--- src/rtl/mc_ctrl_fsm.sv ---
// Multi-cycle MIPS control FSM: sequences FETCH/DECODE/EXEC/MEM/WB, drives datapath
// selects and enables, and aborts data-memory accesses that stall past MEM_TIMEOUT.
//   state  | meaning
//   FETCH  | load IR, PC <= PC+4
//   DECODE | jal/jr/nop/illegal retire here, others go to EXEC
//   EXEC   | ALU operation; beq resolves and retires here
//   MEM    | data-memory access, waits for mem_ready or times out
//   WB     | register-file write-back
module mc_ctrl_fsm #(
  parameter int unsigned MEM_TIMEOUT = 15
) (
  input  logic       clk,
  input  logic       reset,
  input  logic [5:0] opcode,
  input  logic [5:0] funct,
  input  logic       zero,
  input  logic       mem_ready,
  output logic       pc_we,
  output logic [1:0] npc_sel,
  output logic       ir_we,
  output logic       reg_we,
  output logic [1:0] s_Waddr,
  output logic [1:0] s_Wdata,
  output logic       s_ALUB,
  output logic       ext_op,
  output logic [2:0] ALUop,
  output logic       mem_req,
  output logic       mem_we,
  output logic       instr_done,
  output logic       mem_err,
  output logic       illegal,
  output logic [2:0] state
);

  typedef enum logic [2:0] {
    S_FETCH  = 3'd0,
    S_DECODE = 3'd1,
    S_EXEC   = 3'd2,
    S_MEM    = 3'd3,
    S_WB     = 3'd4
  } state_e;

  localparam logic [5:0] OP_RTYPE = 6'h00;
  localparam logic [5:0] OP_JAL   = 6'h03;
  localparam logic [5:0] OP_BEQ   = 6'h04;
  localparam logic [5:0] OP_ORI   = 6'h0D;
  localparam logic [5:0] OP_LUI   = 6'h0F;
  localparam logic [5:0] OP_LW    = 6'h23;
  localparam logic [5:0] OP_SW    = 6'h2B;
  localparam logic [5:0] FN_SLL   = 6'h00;
  localparam logic [5:0] FN_JR    = 6'h08;
  localparam logic [5:0] FN_ADDU  = 6'h21;
  localparam logic [5:0] FN_SUBU  = 6'h23;

  // Last wait cycle index: the access aborts on the MEM_TIMEOUT-th cycle without ready.
  localparam logic [7:0] CNT_LAST = 8'(MEM_TIMEOUT - 1);

  state_e     state_q, state_d;
  logic [7:0] cnt_q, cnt_d;

  logic is_addu, is_subu, is_r, is_nop, is_jr;
  logic is_ori, is_lui, is_lw, is_sw, is_beq, is_jal, is_illegal;

  assign is_addu    = (opcode == OP_RTYPE) && (funct == FN_ADDU);
  assign is_subu    = (opcode == OP_RTYPE) && (funct == FN_SUBU);
  assign is_r       = is_addu || is_subu;
  assign is_nop     = (opcode == OP_RTYPE) && (funct == FN_SLL);
  assign is_jr      = (opcode == OP_RTYPE) && (funct == FN_JR);
  assign is_ori     = (opcode == OP_ORI);
  assign is_lui     = (opcode == OP_LUI);
  assign is_lw      = (opcode == OP_LW);
  assign is_sw      = (opcode == OP_SW);
  assign is_beq     = (opcode == OP_BEQ);
  assign is_jal     = (opcode == OP_JAL);
  assign is_illegal = !(is_r || is_nop || is_jr || is_ori || is_lui ||
                        is_lw || is_sw || is_beq || is_jal);

  assign state = state_q;

  always_ff @(posedge clk) begin
    if (reset) begin
      state_q <= S_FETCH;
      cnt_q   <= '0;
    end else begin
      state_q <= state_d;
      cnt_q   <= cnt_d;
    end
  end

  always_comb begin
    state_d    = S_FETCH;
    cnt_d      = '0;
    pc_we      = 1'b0;
    npc_sel    = 2'b00;
    ir_we      = 1'b0;
    reg_we     = 1'b0;
    s_Waddr    = 2'b00;
    s_Wdata    = 2'b00;
    s_ALUB     = 1'b0;
    ext_op     = 1'b0;
    ALUop      = 3'b000;
    mem_req    = 1'b0;
    mem_we     = 1'b0;
    instr_done = 1'b0;
    mem_err    = 1'b0;
    illegal    = 1'b0;

    case (state_q)
      S_FETCH: begin
        ir_we   = 1'b1;
        pc_we   = 1'b1;
        state_d = S_DECODE;
      end
      S_DECODE: begin
        if (is_jal) begin
          reg_we     = 1'b1;
          s_Waddr    = 2'b10;
          s_Wdata    = 2'b10;
          pc_we      = 1'b1;
          npc_sel    = 2'b10;
          instr_done = 1'b1;
        end else if (is_jr) begin
          pc_we      = 1'b1;
          npc_sel    = 2'b11;
          instr_done = 1'b1;
        end else if (is_illegal || is_nop) begin
          illegal    = is_illegal;
          instr_done = 1'b1;
        end else begin
          state_d = S_EXEC;
        end
      end
      S_EXEC: begin
        if (is_r) begin
          ALUop   = is_subu ? 3'b001 : 3'b000;
          state_d = S_WB;
        end else if (is_ori) begin
          s_ALUB  = 1'b1;
          ALUop   = 3'b010;
          state_d = S_WB;
        end else if (is_lui) begin
          s_ALUB  = 1'b1;
          ALUop   = 3'b011;
          state_d = S_WB;
        end else if (is_lw || is_sw) begin
          s_ALUB  = 1'b1;
          ext_op  = 1'b1;
          state_d = S_MEM;
        end else if (is_beq) begin
          ALUop      = 3'b001;
          pc_we      = zero;
          npc_sel    = 2'b01;
          instr_done = 1'b1;
        end
      end
      S_MEM: begin
        mem_req = 1'b1;
        mem_we  = is_sw;
        if (mem_ready) begin
          if (is_sw) instr_done = 1'b1;
          else       state_d    = S_WB;
        end else if (cnt_q >= CNT_LAST) begin
          mem_err = 1'b1;
        end else begin
          cnt_d   = cnt_q + 8'd1;
          state_d = S_MEM;
        end
      end
      S_WB: begin
        reg_we     = 1'b1;
        instr_done = 1'b1;
        s_Waddr    = is_r  ? 2'b01 : 2'b00;
        s_Wdata    = is_lw ? 2'b01 : 2'b00;
      end
      default: begin
        state_d = S_FETCH;
      end
    endcase

    // Reset aborts any in-flight instruction: nothing may write or pulse this cycle.
    if (reset) begin
      pc_we      = 1'b0;
      npc_sel    = 2'b00;
      ir_we      = 1'b0;
      reg_we     = 1'b0;
      s_Waddr    = 2'b00;
      s_Wdata    = 2'b00;
      s_ALUB     = 1'b0;
      ext_op     = 1'b0;
      ALUop      = 3'b000;
      mem_req    = 1'b0;
      mem_we     = 1'b0;
      instr_done = 1'b0;
      mem_err    = 1'b0;
      illegal    = 1'b0;
    end
  end

endmodule

--- config.mk ---
export PLATFORM = sky130hd
export DESIGN_NAME = mc_ctrl_fsm
export DESIGN_NICKNAME = d
export VERILOG_FILES = /design/src/rtl/mc_ctrl_fsm.sv
export SDC_FILE = /design/constraint.sdc
export NUM_CORES = 1
export LEC_CHECK = 0
export BUFFER_PORTS_ARGS = -buffer_cell sky130_fd_sc_hd__buf_2
export CORE_MARGIN = 2
export CORE_UTILIZATION = 45
export DETAILED_ROUTE_END_ITERATION = 8
export GPL_ROUTABILITY_DRIVEN = 0
export PLACE_DENSITY = 0.84
export REMOVE_ABC_BUFFERS = 1
export SYNTH_ARGS = -nofsm -noshare
export SYNTH_HDL_FRONTEND = slang
export SYNTH_SLANG_ARGS = --single-unit
export TNS_END_PERCENT = 1
--- constraint.sdc ---
create_clock -name clk -period 2.1 [get_ports clk]
set_clock_uncertainty 0.1 [all_clocks]
set_input_delay 0.42 -clock clk [delete_from_list [all_inputs] [get_ports clk]]
set_output_delay 0.42 -clock clk [all_outputs]
set_load 0.02 [all_outputs]
## Word level (Yosys, flattened, before mapping)

Index checks and enable logic that the tools add are counted.

- Bits in latches: 0
- ROM bits: 0
- Memories kept: 0
- Bits in writable memories: 0
- Bits in registers: 11
- Output and inout bits: 22
- Input bits: 16
- Word-level logic and storage cells: 123

- Equality and inequality tests: 13
- Bitwise gates (word level): 1
- Muxes and demuxes: 85
- Shift-type cells: 0
- Divide/modulo/power cells: 0
- Add/sub/neg operators: 1
- $mul: 0
- Reduce and logical (&&, ||, !) cells: 20
- $lt $le $gt $ge: 1

Operator list:

| kind | number |
|---|---|
| $mux 1 | 57 |
| $mux 2 | 15 |
| $eq 6x6->1 const B | 4 |
| $eq 6x4->1 const B | 3 |
| $mux 3 | 6 |
| $logic_not 6->1 | 2 |
| $pmux 2 s2 | 3 |
| $pmux 3 s4 | 1 |
| $logic_or 1x1->1 | 11 |
| $add 8x1->8 const B | 1 |
| $ge 8x4->1 const B | 1 |
| $eq 3x2->1 const B | 2 |
| $eq 6x2->1 const B | 1 |
| $eq 6x3->1 const B | 1 |
| $logic_and 1x1->1 | 4 |
| $pmux 1 s4 | 1 |
| $reduce_or 4->1 | 1 |
| $eq 3x1->1 const B | 1 |
| $eq 3x3->1 const B | 1 |
| $logic_not 3->1 | 1 |
| $pmux 1 s3 | 1 |
| $pmux 1 s2 | 1 |
| $logic_not 1->1 | 1 |
| $not 1->1 | 1 |

## Logic depth before layout (Yosys ltp)

- Depth after elaboration: 18
- Mapped depth: 6
- Depth with buffers taken out: 6

## Least setup slack after synthesis

Ideal clock, no wire load.

- Path type: input -> output
- Start point: in reset
- End point: out illegal
- Path slack: -0.171 ns
- Arrival time: 1.751 ns
- Buffers on the path: 1
- Stages: 4
- Data required time: 1.580 ns
- Cells stage by stage: clkbuf_1 -> nor2_1 -> nand3b_1 -> nor4_1

- Longest elaborated chain between the ends: 1

Ends and longest elaborated chain:

| element | line | source |
|---|---|---|
| start: declaration | 13 | `input logic reset,` |
| $mux 1 | 181 | `if (reset) begin` |
| end: declaration | 31 | `output logic illegal,` |

Every way passes these cells.

## Worst setup path after layout

- Start point: reg state_q[0] (netlist: state[0])
- End point: out instr_done

- Longest elaborated chain between the ends: 3
- Elaborated cells between the ends (all ways): 6
- Those cells by class: eq/ne: 4; mux: 2

Ends and longest elaborated chain:

| element | line | source |
|---|---|---|
| start: declaration | 58 | `state_e state_q, state_d;` |
| start signal: assignment | 85 | `state_q <= state_d;` |
| $eq 3x3->1 (tied with other cells) | 108 | `case (state_q)` |
| $pmux 1 s4 * | 108 |  |
| $mux 1 * | 181 |  |
| end: declaration | 29 | `output logic instr_done,` |

Mark *: on every way between the ends. The rest lies on a longest branch, timed or not.

==> impl_metrics.tcl <==
set metrics [dict create \
    vias_per_cell 5.67 \
    fin_util_pct 70.2 \
    async_flop_share_pct 0 \
    port_buffers 36 \
    fin_crit_ns 2.25 \
    post_synth.cell_area_avg_um2 8.04 \
    dr_total_vias 1015 \
    grt.busiest_layer "met2" \
    met3_usage_pct 6.15 \
    io_pins 38 \
    ys_seq_area_share_pct 26.6 \
    cts.sinks 11 \
    synth_cell_types 47 \
    clock_latency_ns 0.27 \
    ir_drop_mv 0.342 \
    wl_per_cell_um 14.3 \
    grt_usage_pct 23.7 \
    first_pass_iters 5 \
    final.fill_count 141 \
    hold_path_class "register to register" \
    required_ns 1.58 \
    p_leak_nw 0.560 \
    rsz0062_at_grt "yes" \
    violations "negative setup slack" \
    drv_slew 0 \
    dp_hpwl_um 1850 \
    grt_pass1_vias 859 \
    max-cap-violations 0 \
    max-clock-path-buffers 2 \
    synth_seq_cells 11 \
    grt_start_max_net_pins 10 \
    antenna_cells 0 \
    cts_tree "done" \
    grt_pass1_wl_um 3750 \
    syn_inst 103 \
    crit_fanout 6 \
    status "finished, violations left" \
    netlist_area_um2 828 \
    powerDensity_nw_per_um2 379 \
    worstSetupStartpointType "register" \
    min_period_over_period_pct 107 \
    worstSetupPathType "register to output port" \
    drive_gt1_share_pct 46.1 \
    synthTopCellsByArea "dfxtp_1 27%, nor2_1 5.9%, inv_1 3.2%" \
    drc_errors 0 \
    setup-tns-final_ns -0.359 \
    cts_made_buffers 3 \
    use_met2_pct 40.0 \
    ctsHtreeMaxLevel 1 \
    rows 15 \
    synth-edff-count 0 \
    synth_top_area_share_pct 26.6 \
    synth_top_cell_by_area "dfxtp_1" \
    met1_usage_pct 30.2 \
    nets 173 \
    core_um2 1730 \
    grt_overflow 0 \
    routed_wl_um 2550 \
    dieWidth_um 46.9 \
    area_growth_pct 46.4 \
    hold_viol 0 \
    first_iter_violations 44 \
    ys.flop_type "dfxtp_1" \
    crit_path_end_kind "output port" \
    ant_nets 0 \
    critPathArrivalTime_ns 1.73 \
    dieArea_um2 2200 \
    die_h_um 46.9 \
    root_buffer "clkbuf_4" \
    final.setup.worst_slack_ns -0.147 \
    clk_pin_slew_ns 0.07 \
    clock.fmax_ghz 0.445 \
    start_util_pct 48.0 \
    setup_viol 8 \
    yosysWarnings 0 \
    grt_antenna_before_repair 0 \
]
## cell type report
type                    count  area (um2)  share of cell area, %
flip-flops and latches     11         229                   18.9
inverters                   7        26.3                   2.17
clock buffers               4        26.3                   2.17
multi-input cells          82         597                   49.2
repair buffers             50         303                   25.0
well taps                  25        31.3                   2.58
## Yosys cell counts, types with 2 or more instances
cell,n
a21oi_1,3
a31oi_1,2
and3_1,2
buf_4,2
clkbuf_1,3
dfxtp_1,11
ha_1,2
inv_1,7
nand2_1,3
nand2b_1,2
nand3_1,3
nand3b_1,3
nand4_1,2
nand4b_1,3
nor2_1,13
nor3_1,3
nor4_1,3
o21a_1,3
o32ai_1,2
or3_1,2
or3b_1,2
xor2_1,2
## metrics by stage
| stage | setup slack [ns] | std cells | hold WS (ns) | power [W] | cell area (um2) |
|---|---|---|---|---|---|
| floorplan | -0.127 | 100 | 0.330 | 0.000264 | 808 |
| detailed placement | -0.116 | 174 | 0.378 | 0.000314 | 1120 |
| global route | -0.193 | 179 | 0.370 | 0.000478 | 1210 |
| finish | -0.147 | 179 | 0.346 | 0.000460 | 1210 |
| CTS | -0.0887 | 179 | 0.343 | 0.000458 | 1190 |
| global placement | -0.0487 | 174 | 0.342 | 0.000311 | 1120 |
## worst max-delay path, cell delays in order, from the launching register on
cell	delay, ns
dfxtp_4	0.38
nand2_2	0.06
or2_1	0.23
or4_1	0.42
a31oi_1	0.19
buf_4	0.18
## flip-flops by register name, summed over array words and instances, names as in the netlist
| name | flops |
|---|---|
| cnt_q | 8 |
| state | 3 |
## metal layers
| layer | share of wire (%) | vias up |
|---|---|---|
| li1 | - | 484 |
| met1 | 41 | 450 |
| met2 | 48 | 69 |
| met3 | 7.9 | 12 |
| met4 | 2.3 | 0 |
| met5 | 0 | - |
## path summary, 6_finish.rpt
check	depth (start not counted)	slack, ns	start	endpoint
max reg2reg	6	0.31	cnt_q[0]$_SDFF_PP0_	cnt_q[2]$_SDFF_PP0_
min reg2reg	1	0.35	cnt_q[0]$_SDFF_PP0_	cnt_q[0]$_SDFF_PP0_
min	1	0.35	cnt_q[0]$_SDFF_PP0_	cnt_q[0]$_SDFF_PP0_
max	5	-0.15	state[0]$_SDFF_PP0_	instr_done
## layout by cell type (no fill, tap or decap), types with 3 or more instances in the layout
cell,n
buf_2,29
buf_4,21
nor2_1,12
dfxtp_1,8
inv_1,7
conb_1,4
nand3b_1,3
nand4b_1,3
nand3_1,3
nor4_1,3
o21a_1,3
clkbuf_4,3
## repair_timing
item | CTS | global route
cloned | 0 | 0
endpoints found under the setup margin | 10 | 11
hold buffers | 0 | 0
pin swaps | 2 | 3
gates resized for setup | 11 | 8
buffers inserted | 1 | 0
## power breakdown
group	internal [W]	total (W)	switching, W
Clock	0.0000735	0.000144	0.0000701
Sequential	0.000212	0.000216	0.00000395
Combinational	0.0000432	0.000100	0.0000569
Total	0.000329	0.000460	0.000131
## cells by family (layout without fill, tap and decap cells)
group                      after synthesis  count (layout)  share of synthesized area [%]
xor gates and xnor gates                 3               3                           3.17
DFF                                     11              11                           26.6
and+or+nand+nor                         55              55                           43.8
buffers and inverters                   13              61                           6.95
adders and majority gates                2               2                           3.02
AOI/OAI and AO/OA                       18              18                           16.0
other                                    1               4                          0.453
Power figures use the tool's default switching activity.
